===== src/rtl/crc_req_arbiter.sv =====
// Frame-level round-robin arbiter that time-shares one byte-wide CRC engine
// between NUM_REQ requesters and returns each frame's CRC tagged with its owner.
module crc_req_arbiter #(
    parameter int NUM_REQ    = 2,
    parameter int DATA_WIDTH = 8,
    parameter int CRC_WIDTH  = 16,
    parameter int ENG_LAT    = 1,
    parameter int ID_W       = 1
) (
    input  logic                          clk,
    input  logic                          reset_n,
    input  logic [NUM_REQ-1:0]            req_vld,
    input  logic [NUM_REQ*DATA_WIDTH-1:0] req_data,
    input  logic [NUM_REQ-1:0]            req_last,
    output logic [NUM_REQ-1:0]            req_rdy,
    output logic                          eng_init,
    output logic                          eng_vld,
    output logic [DATA_WIDTH-1:0]         eng_din,
    input  logic [CRC_WIDTH-1:0]          eng_crc,
    output logic                          res_vld,
    input  logic                          res_rdy,
    output logic [ID_W-1:0]               res_id,
    output logic [CRC_WIDTH-1:0]          res_crc,
    output logic                          busy
);

    localparam logic [2:0] S_IDLE   = 3'd0;
    localparam logic [2:0] S_INIT   = 3'd1;
    localparam logic [2:0] S_STREAM = 3'd2;
    localparam logic [2:0] S_WAIT   = 3'd3;
    localparam logic [2:0] S_RESULT = 3'd4;

    localparam logic [ID_W:0]   L_NUM  = (ID_W+1)'(NUM_REQ);
    localparam logic [ID_W-1:0] L_LAST = ID_W'(NUM_REQ - 1);
    localparam logic [2:0]      L_LAT  = 3'(ENG_LAT);

    logic [2:0]            r_state;
    logic [ID_W-1:0]       r_grant;
    logic [ID_W-1:0]       r_rr_ptr;
    logic [2:0]            r_cnt;
    logic                  r_eng_vld;
    logic [DATA_WIDTH-1:0] r_eng_din;
    logic                  r_res_vld;
    logic [ID_W-1:0]       r_res_id;
    logic [CRC_WIDTH-1:0]  r_res_crc;

    logic                  w_any_vld;
    logic                  w_found;
    logic [ID_W:0]         w_idx;
    logic [ID_W-1:0]       w_pick;
    logic                  w_sel_vld;
    logic                  w_sel_last;
    logic [DATA_WIDTH-1:0] w_sel_data;
    logic                  w_hs;
    logic [ID_W-1:0]       w_next_ptr;
    logic [NUM_REQ-1:0]    w_grant_onehot;

    // Rotating priority search: first valid requester at or after r_rr_ptr.
    always_comb begin
        w_any_vld = |req_vld;
        w_found   = 1'b0;
        w_idx     = '0;
        w_pick    = r_rr_ptr;
        for (int k = 0; k < NUM_REQ; k++) begin
            w_idx = {1'b0, r_rr_ptr} + (ID_W+1)'(k);
            if (w_idx >= L_NUM) begin
                w_idx = w_idx - L_NUM;
            end
            if (!w_found && req_vld[w_idx[ID_W-1:0]]) begin
                w_found = 1'b1;
                w_pick  = w_idx[ID_W-1:0];
            end
        end
    end

    always_comb begin
        w_sel_vld      = 1'b0;
        w_sel_last     = 1'b0;
        w_sel_data     = '0;
        w_grant_onehot = '0;
        for (int i = 0; i < NUM_REQ; i++) begin
            if (r_grant == ID_W'(i)) begin
                w_sel_vld         = req_vld[i];
                w_sel_last        = req_last[i];
                w_sel_data        = req_data[i*DATA_WIDTH +: DATA_WIDTH];
                w_grant_onehot[i] = 1'b1;
            end
        end
    end

    assign w_hs       = (r_state == S_STREAM) && w_sel_vld;
    assign w_next_ptr = (r_grant == L_LAST) ? '0 : r_grant + 1'b1;

    always_ff @(posedge clk or negedge reset_n) begin
        if (!reset_n) begin
            r_state  <= S_IDLE;
            r_grant  <= '0;
            r_rr_ptr <= '0;
            r_cnt    <= '0;
        end else begin
            case (r_state)
                S_IDLE: begin
                    if (w_any_vld) begin
                        r_grant <= w_pick;
                        r_state <= S_INIT;
                    end
                end
                S_INIT: begin
                    r_state <= S_STREAM;
                end
                S_STREAM: begin
                    if (w_hs && w_sel_last) begin
                        r_cnt   <= L_LAT;
                        r_state <= S_WAIT;
                    end
                end
                S_WAIT: begin
                    if (r_cnt == 3'd0) begin
                        r_state <= S_RESULT;
                    end else begin
                        r_cnt <= r_cnt - 3'd1;
                    end
                end
                S_RESULT: begin
                    // Pointer moves only on accept, so a frame in flight never loses its turn.
                    if (res_rdy) begin
                        r_rr_ptr <= w_next_ptr;
                        r_state  <= S_IDLE;
                    end
                end
                default: begin
                    r_state <= S_IDLE;
                end
            endcase
        end
    end

    always_ff @(posedge clk or negedge reset_n) begin
        if (!reset_n) begin
            r_eng_vld <= 1'b0;
            r_eng_din <= '0;
        end else begin
            r_eng_vld <= w_hs;
            if (w_hs) begin
                r_eng_din <= w_sel_data;
            end
        end
    end

    // The counter hits zero on the edge where eng_crc carries the last beat's CRC.
    always_ff @(posedge clk or negedge reset_n) begin
        if (!reset_n) begin
            r_res_vld <= 1'b0;
            r_res_id  <= '0;
            r_res_crc <= '0;
        end else begin
            if (r_state == S_WAIT && r_cnt == 3'd0) begin
                r_res_vld <= 1'b1;
                r_res_id  <= r_grant;
                r_res_crc <= eng_crc;
            end else if (r_state == S_RESULT && res_rdy) begin
                r_res_vld <= 1'b0;
            end
        end
    end

    assign req_rdy  = (r_state == S_STREAM) ? w_grant_onehot : '0;
    assign eng_init = (r_state == S_INIT);
    assign eng_vld  = r_eng_vld;
    assign eng_din  = r_eng_din;
    assign res_vld  = r_res_vld;
    assign res_id   = r_res_id;
    assign res_crc  = r_res_crc;
    assign busy     = (r_state != S_IDLE);

endmodule

===== config.mk =====
export PLATFORM = sky130hd
export DESIGN_NAME = crc_req_arbiter
export DESIGN_NICKNAME = d
export VERILOG_FILES = /design/src/rtl/crc_req_arbiter.sv
export SDC_FILE = /design/constraint.sdc
export NUM_CORES = 1
export LEC_CHECK = 0
export ABC_AREA = 1
export CORE_MARGIN = 5
export CORE_UTILIZATION = 42
export CTS_CLUSTER_DIAMETER = 30
export DETAILED_ROUTE_END_ITERATION = 10
export GPL_TIMING_DRIVEN = 0
export PLACE_DENSITY = 0.78
export SLEW_MARGIN = 20
export SYNTH_ARGS = -nofsm -noshare
export SYNTH_HDL_FRONTEND = slang
export SYNTH_SLANG_ARGS = --single-unit

===== constraint.sdc =====
create_clock -name clk -period 1.7 [get_ports clk]
set_input_delay 0.34 -clock clk [delete_from_list [all_inputs] [get_ports clk]]
set_output_delay 0.34 -clock clk [all_outputs]
set_load 0.02 [all_outputs]

[Word level (Yosys, flattened, before mapping)]
Cells that the tools add are included.
Storage, ports and cells
  bits in registers: 35
  input bits: 39
  output and inout port bits: 31
Cells by class
  add/subtract/negate cells: 5
  order comparisons: 4
  eq/ne operators: 9
  mux-type cells: 26
  reductions and logical operators: 16
Operators with widths (number)
  $mux 3: 6
  $mux 1: 16
  $pmux 3 s5: 1
  $mux 8: 1
  $ne 2x2->1 const B: 4
  $eq 3x2->1 const B: 2
  $logic_not 3->1: 2
  $pmux 3 s2: 1
  $logic_and 1x1->1: 5
  $lt 1x2->1 const B: 2
  $reduce_and 2->1: 2
  $reduce_and 4->1: 1
  $reduce_bool 2->1: 2
  $eq 3x1->1 const B: 1
  $eq 3x3->1 const B: 1
  $reduce_and 3->1: 1
  $reduce_bool 3->1: 1
  $sub 3x1->3 const B: 1
  $add 1x1->2 const B: 1
  $ge 1x2->1 const B: 1
  $ge 2x2->1 const B: 1
  $mux 2: 1
  $ne 2x1->1 const B: 1
  $reduce_or 2->1: 1
  other kinds (3): 4

[Depth between registers and ports, before layout]
  word-level depth: 8
  gate-level depth with buffers: 10
  gate-level depth less buffers: 10

[Worst setup path before layout]
Ideal clock, no wire load.
  path kind: register to output
  start: register r_state[1]
  end: output port eng_init
  arrival: 0.963 ns
  slack: 0.397 ns
  cell stages (with the launch flop): 2
  cell sequence: dfrtp_1 nor3_1
On the way
  longest elaborated chain between the ends: 1
RTL lines
  from (decl): RTL line 37  | logic [2:0] r_state;
  from (signal assigned): RTL line 96  | r_state <= S_IDLE;
  from (signal assigned): RTL line 105  | r_state <= S_INIT;
  from (signal assigned): RTL line 109  | r_state <= S_STREAM;
  $eq 3x1->1: RTL line 168  | assign eng_init = (r_state == S_INIT);
  to (decl): RTL line 16  | output logic eng_init,
Every way passes these cells.

[Final worst setup path]
  start: register r_res_crc[0], in the netlist res_crc[0]
  end: output port res_crc[0]
RTL lines
  from (decl): RTL line 45  | logic [CRC_WIDTH-1:0] r_res_crc;
  from (signal assigned): RTL line 160  | r_res_crc <= eng_crc;
  to (decl): RTL line 23  | output logic [CRC_WIDTH-1:0] res_crc,
No word-level cell between the ends.

==> impl_summary.md <==
Timing
After layout, the worst path uses 93.8% of the clock period. At the pin with the least slew margin, the transition time is 0.239 ns. For this run, the top clock speed supported by timing is 0.627 GHz.

The final setup violation count is 0. The final critical-path setup slack is 0.105 ns. The final hold violation count is 0. Across the routed clock network, the largest skew measured is 0.00202 ns.

The normalized max-slew margin is 84.0%. The max-slew violation count is 0. Setup repair after global routing left no endpoint under its margin. The minimum clock period is 1.60 ns.

CTS
The CTS tree is built. The clock passes through at most 2 buffers. The tree built by TritonCTS fans out to 35 sinks. The number of levels the H-tree was split into is 2. CTS placed an instance of clkbuf_8 at the clock tree root.

The number of setup buffers added after CTS is 0. The total clock buffers created by CTS is 5. The register clock-pin slew on the reported worst setup and hold paths is 0.06 ns. The later-pin clock latency in the skew report is 0.28 ns.

GRT
The most congested layer reported by global routing is met2. The routing usage on met3 is 7.02%. Global routing used 23.2% of the available met2 tracks.

Global routing used 15.0% of the available tracks. The first global-routing pass estimated 6290 um of wire. The largest net degree at the start of global routing is 33.

The number of global-route vias before repair came to 1,425. The number of antenna violations at the first check in global routing is 0. After global routing the overflow that remains totals 0. In the global route stage, met1 resource usage came out at 18.3%.

Final layout
The filler cells instantiated in the layout total 329. The total non-filler cell area in the finished layout is 2520 um2. The share of post-route cells with drive strength above 1 is 13.0%. The repair_antennas step left the layout with diodes totalling 0. The net total in the final layout is 324. Relative to the synthesized area, the layout overhead comes to 52.6%.

Routing
The final antenna-violating net count is 0. After detailed routing, the average wire length per cell comes to 11.4 um. Wires add up to 3780 um. The count of TritonRoute iterations in the first routing pass is 4. The via count normalized by instance count is 4.50.

For this run, design rule violations remaining after detail routing come to 0. The violation count after the first detailed-routing iteration is 66. The total via count in the routed design is 1,493.

Setup path
Among all stages on the critical path, the largest delay is contributed by clkdlybuf4s50_1. The largest single stage delay on the critical path is 0.63 ns. The number of buffers and inverters on the critical path is 1.

The critical path is of the reg2out type. The peak fanout along the critical path is 2. The arrival time at the worst endpoint is 1.26 ns.

The kind of cell adding the most delay to the critical path is buffers and inverters. The required time reported for the critical path endpoint is 1.36 ns. The startpoint kind of the worst setup timing path is a register.

The type of destination of the critical path is an output port. The critical path goes through clkdlybuf4s50_1.

Placement
The post-DP HPWL is 2970 um. The cell area reported after detailed placement is 2420 um2. In this run the tool buffered the top-level ports with 69 buffer cells. The pre-CTS worst setup slack is -0.153 ns. At the end of routability-driven placement, the weighted congestion stood at 0.771.

Logic synthesis
For this run, asynchronously set or reset flops after synthesis account for 100%. The synthesized design contains 35 register bits. The area fraction of the dominant cell type after synthesis is 53.0%. The count of different cell masters after synthesis is 22. Summing the sequential cell areas from Yosys gives 53.0% of the chip area. The area of the mapped netlist is 1650 um2.

Yosys printed 0 warnings. Each instance of the synthesized netlist takes up on average 8.03 um2. By count the netlist is led by nand2_1 (104), dfrtp_1 (35), inv_1 (17). The leading area contributor after synthesis is dfrtp_1. Among all flip-flop cells after synthesis, the most frequent one is dfrtp_1.

In the synthesized netlist, the number of instances is 206. The net count after synthesis is 247. The most numerous cell in the Yosys netlist is nand2_1. The number of flops mapped to enable cells by yosys is 0.

Ranked by total cell area, the synthesized netlist is headed by dfrtp_1 (53%), nand2_1 (24%), o21ai_2 (4.2%).

Floorplanning
From left edge to right edge, the die measures 72.8 um. The I/O pin count is 70. The chip height is 72.8 um. For this configuration, the core starts out at a cell density of 44.2%.

The row count is 22. The die covers 5290 um2. The area of the core region is 3740 um2.

Worst hold path
The min-delay analysis places its worst path in the category in2async.

Pwr
The worst-case IR drop observed on VDD is 0.000906 V. The leakage power total is 1.26 nW. For this design the ratio of total power to cell area is 1820 nW/um2.

Status
The flow ran to the end, and the final reports show no timing, DRC or antenna violations.

Flow run
Across the run, the number of max-cap violations was 0.
layout make-up:
class	instances	area, um2	share of cell area (%)
flip-flops and latches	35	880	34.9
repair buffers	71	701	27.8
multi-input cells	145	656	26.0
clock buffers	8	100	3.97
inverters	19	71.3	2.83
well taps	48	60.1	2.38
plain buffers	6	56.3	2.23
power breakdown:
group	total, mW	switching, mW	internal, mW
Sequential	1.46	0.238	1.23
Combinational	2.49	1.37	1.12
Clock	0.635	0.266	0.369
Total	4.59	1.87	2.71
registers in the layout, indices dropped and copies added, names as in the netlist:
name / cells
r_cnt: 3
res_vld: 1
r_state: 3
eng_din: 8
res_id: 1
eng_vld: 1
r_rr_ptr: 1
r_grant: 1
res_crc: 16
layout by cell type (no fill, tap or decap), types with 2 or more instances in the layout:
master,instances
nand2_1,104
o21ai_2,8
inv_2,3
dfrtp_2,3
ha_1,2
clkdlybuf4s50_1,64
nor2_1,8
clkbuf_8,7
nand3_1,7
dfrtp_1,32
buf_2,5
inv_1,16
o21ai_0,7
buf_12,2
routing by layer:
layer / wire length [um] / share of wire, %
met1: 1570 / 42
met2: 1700 / 45
met3: 473 / 13
met4: 40 / 1.1
met5: 0 / 0
what timing repair did:
| item | CTS | global route |
|---|---|---|
| resized for setup | 12 | 10 |
| hold buffers | 1 | 0 |
| endpoints found under the setup margin | 4 | 4 |
| hold endpoints to repair | 3 | 0 |
cells by family (layout without fill, tap and decap cells):
| logic type | after synthesis | after routing | synth area share [%] |
|---|---|---|---|
| AO/OA/AOI/OAI | 15 | 15 | 6.35 |
| flip-flops | 35 | 35 | 53.0 |
| XOR/XNOR | 1 | 1 | 0.530 |
| AND/OR/NAND/NOR | 127 | 127 | 30.9 |
| adder cells (fa/ha/maj) | 2 | 2 | 1.51 |
| buffers and inverters | 26 | 104 | 7.72 |
metrics by stage:
step / cells / hold WS [ns] / total power, mW / utilization (%) / setup TNS, ns
after global placement: 323 / 0.459 / 3.96 / 64.2 / -16.29
after global routing: 332 / 0.402 / 4.97 / 67.4 / 0
after detailed placement: 324 / 0.159 / 4.02 / 64.6 / -0.223
after CTS: 332 / 0.400 / 4.67 / 67.7 / 0
after floorplan: 206 / 0.0444 / 2.95 / - / 0
final: 332 / 0.402 / 4.59 / 67.4 / 0
final timing paths:
path                            start         end  slack, ns  cells past startpoint
max in group asynchronous     reset_n  r_state[2]       0.92                      3
max reg2reg                  r_cnt[0]    r_cnt[1]       0.26                     10
min                           reset_n  eng_din[4]       0.40                      2
min in group clk             r_cnt[1]    r_cnt[1]       0.47                      2
max                        res_crc[0]  res_crc[0]       0.10                      1
min reg2reg                  r_cnt[1]    r_cnt[1]       0.47                      2
(Power assumes the default switching activity.)
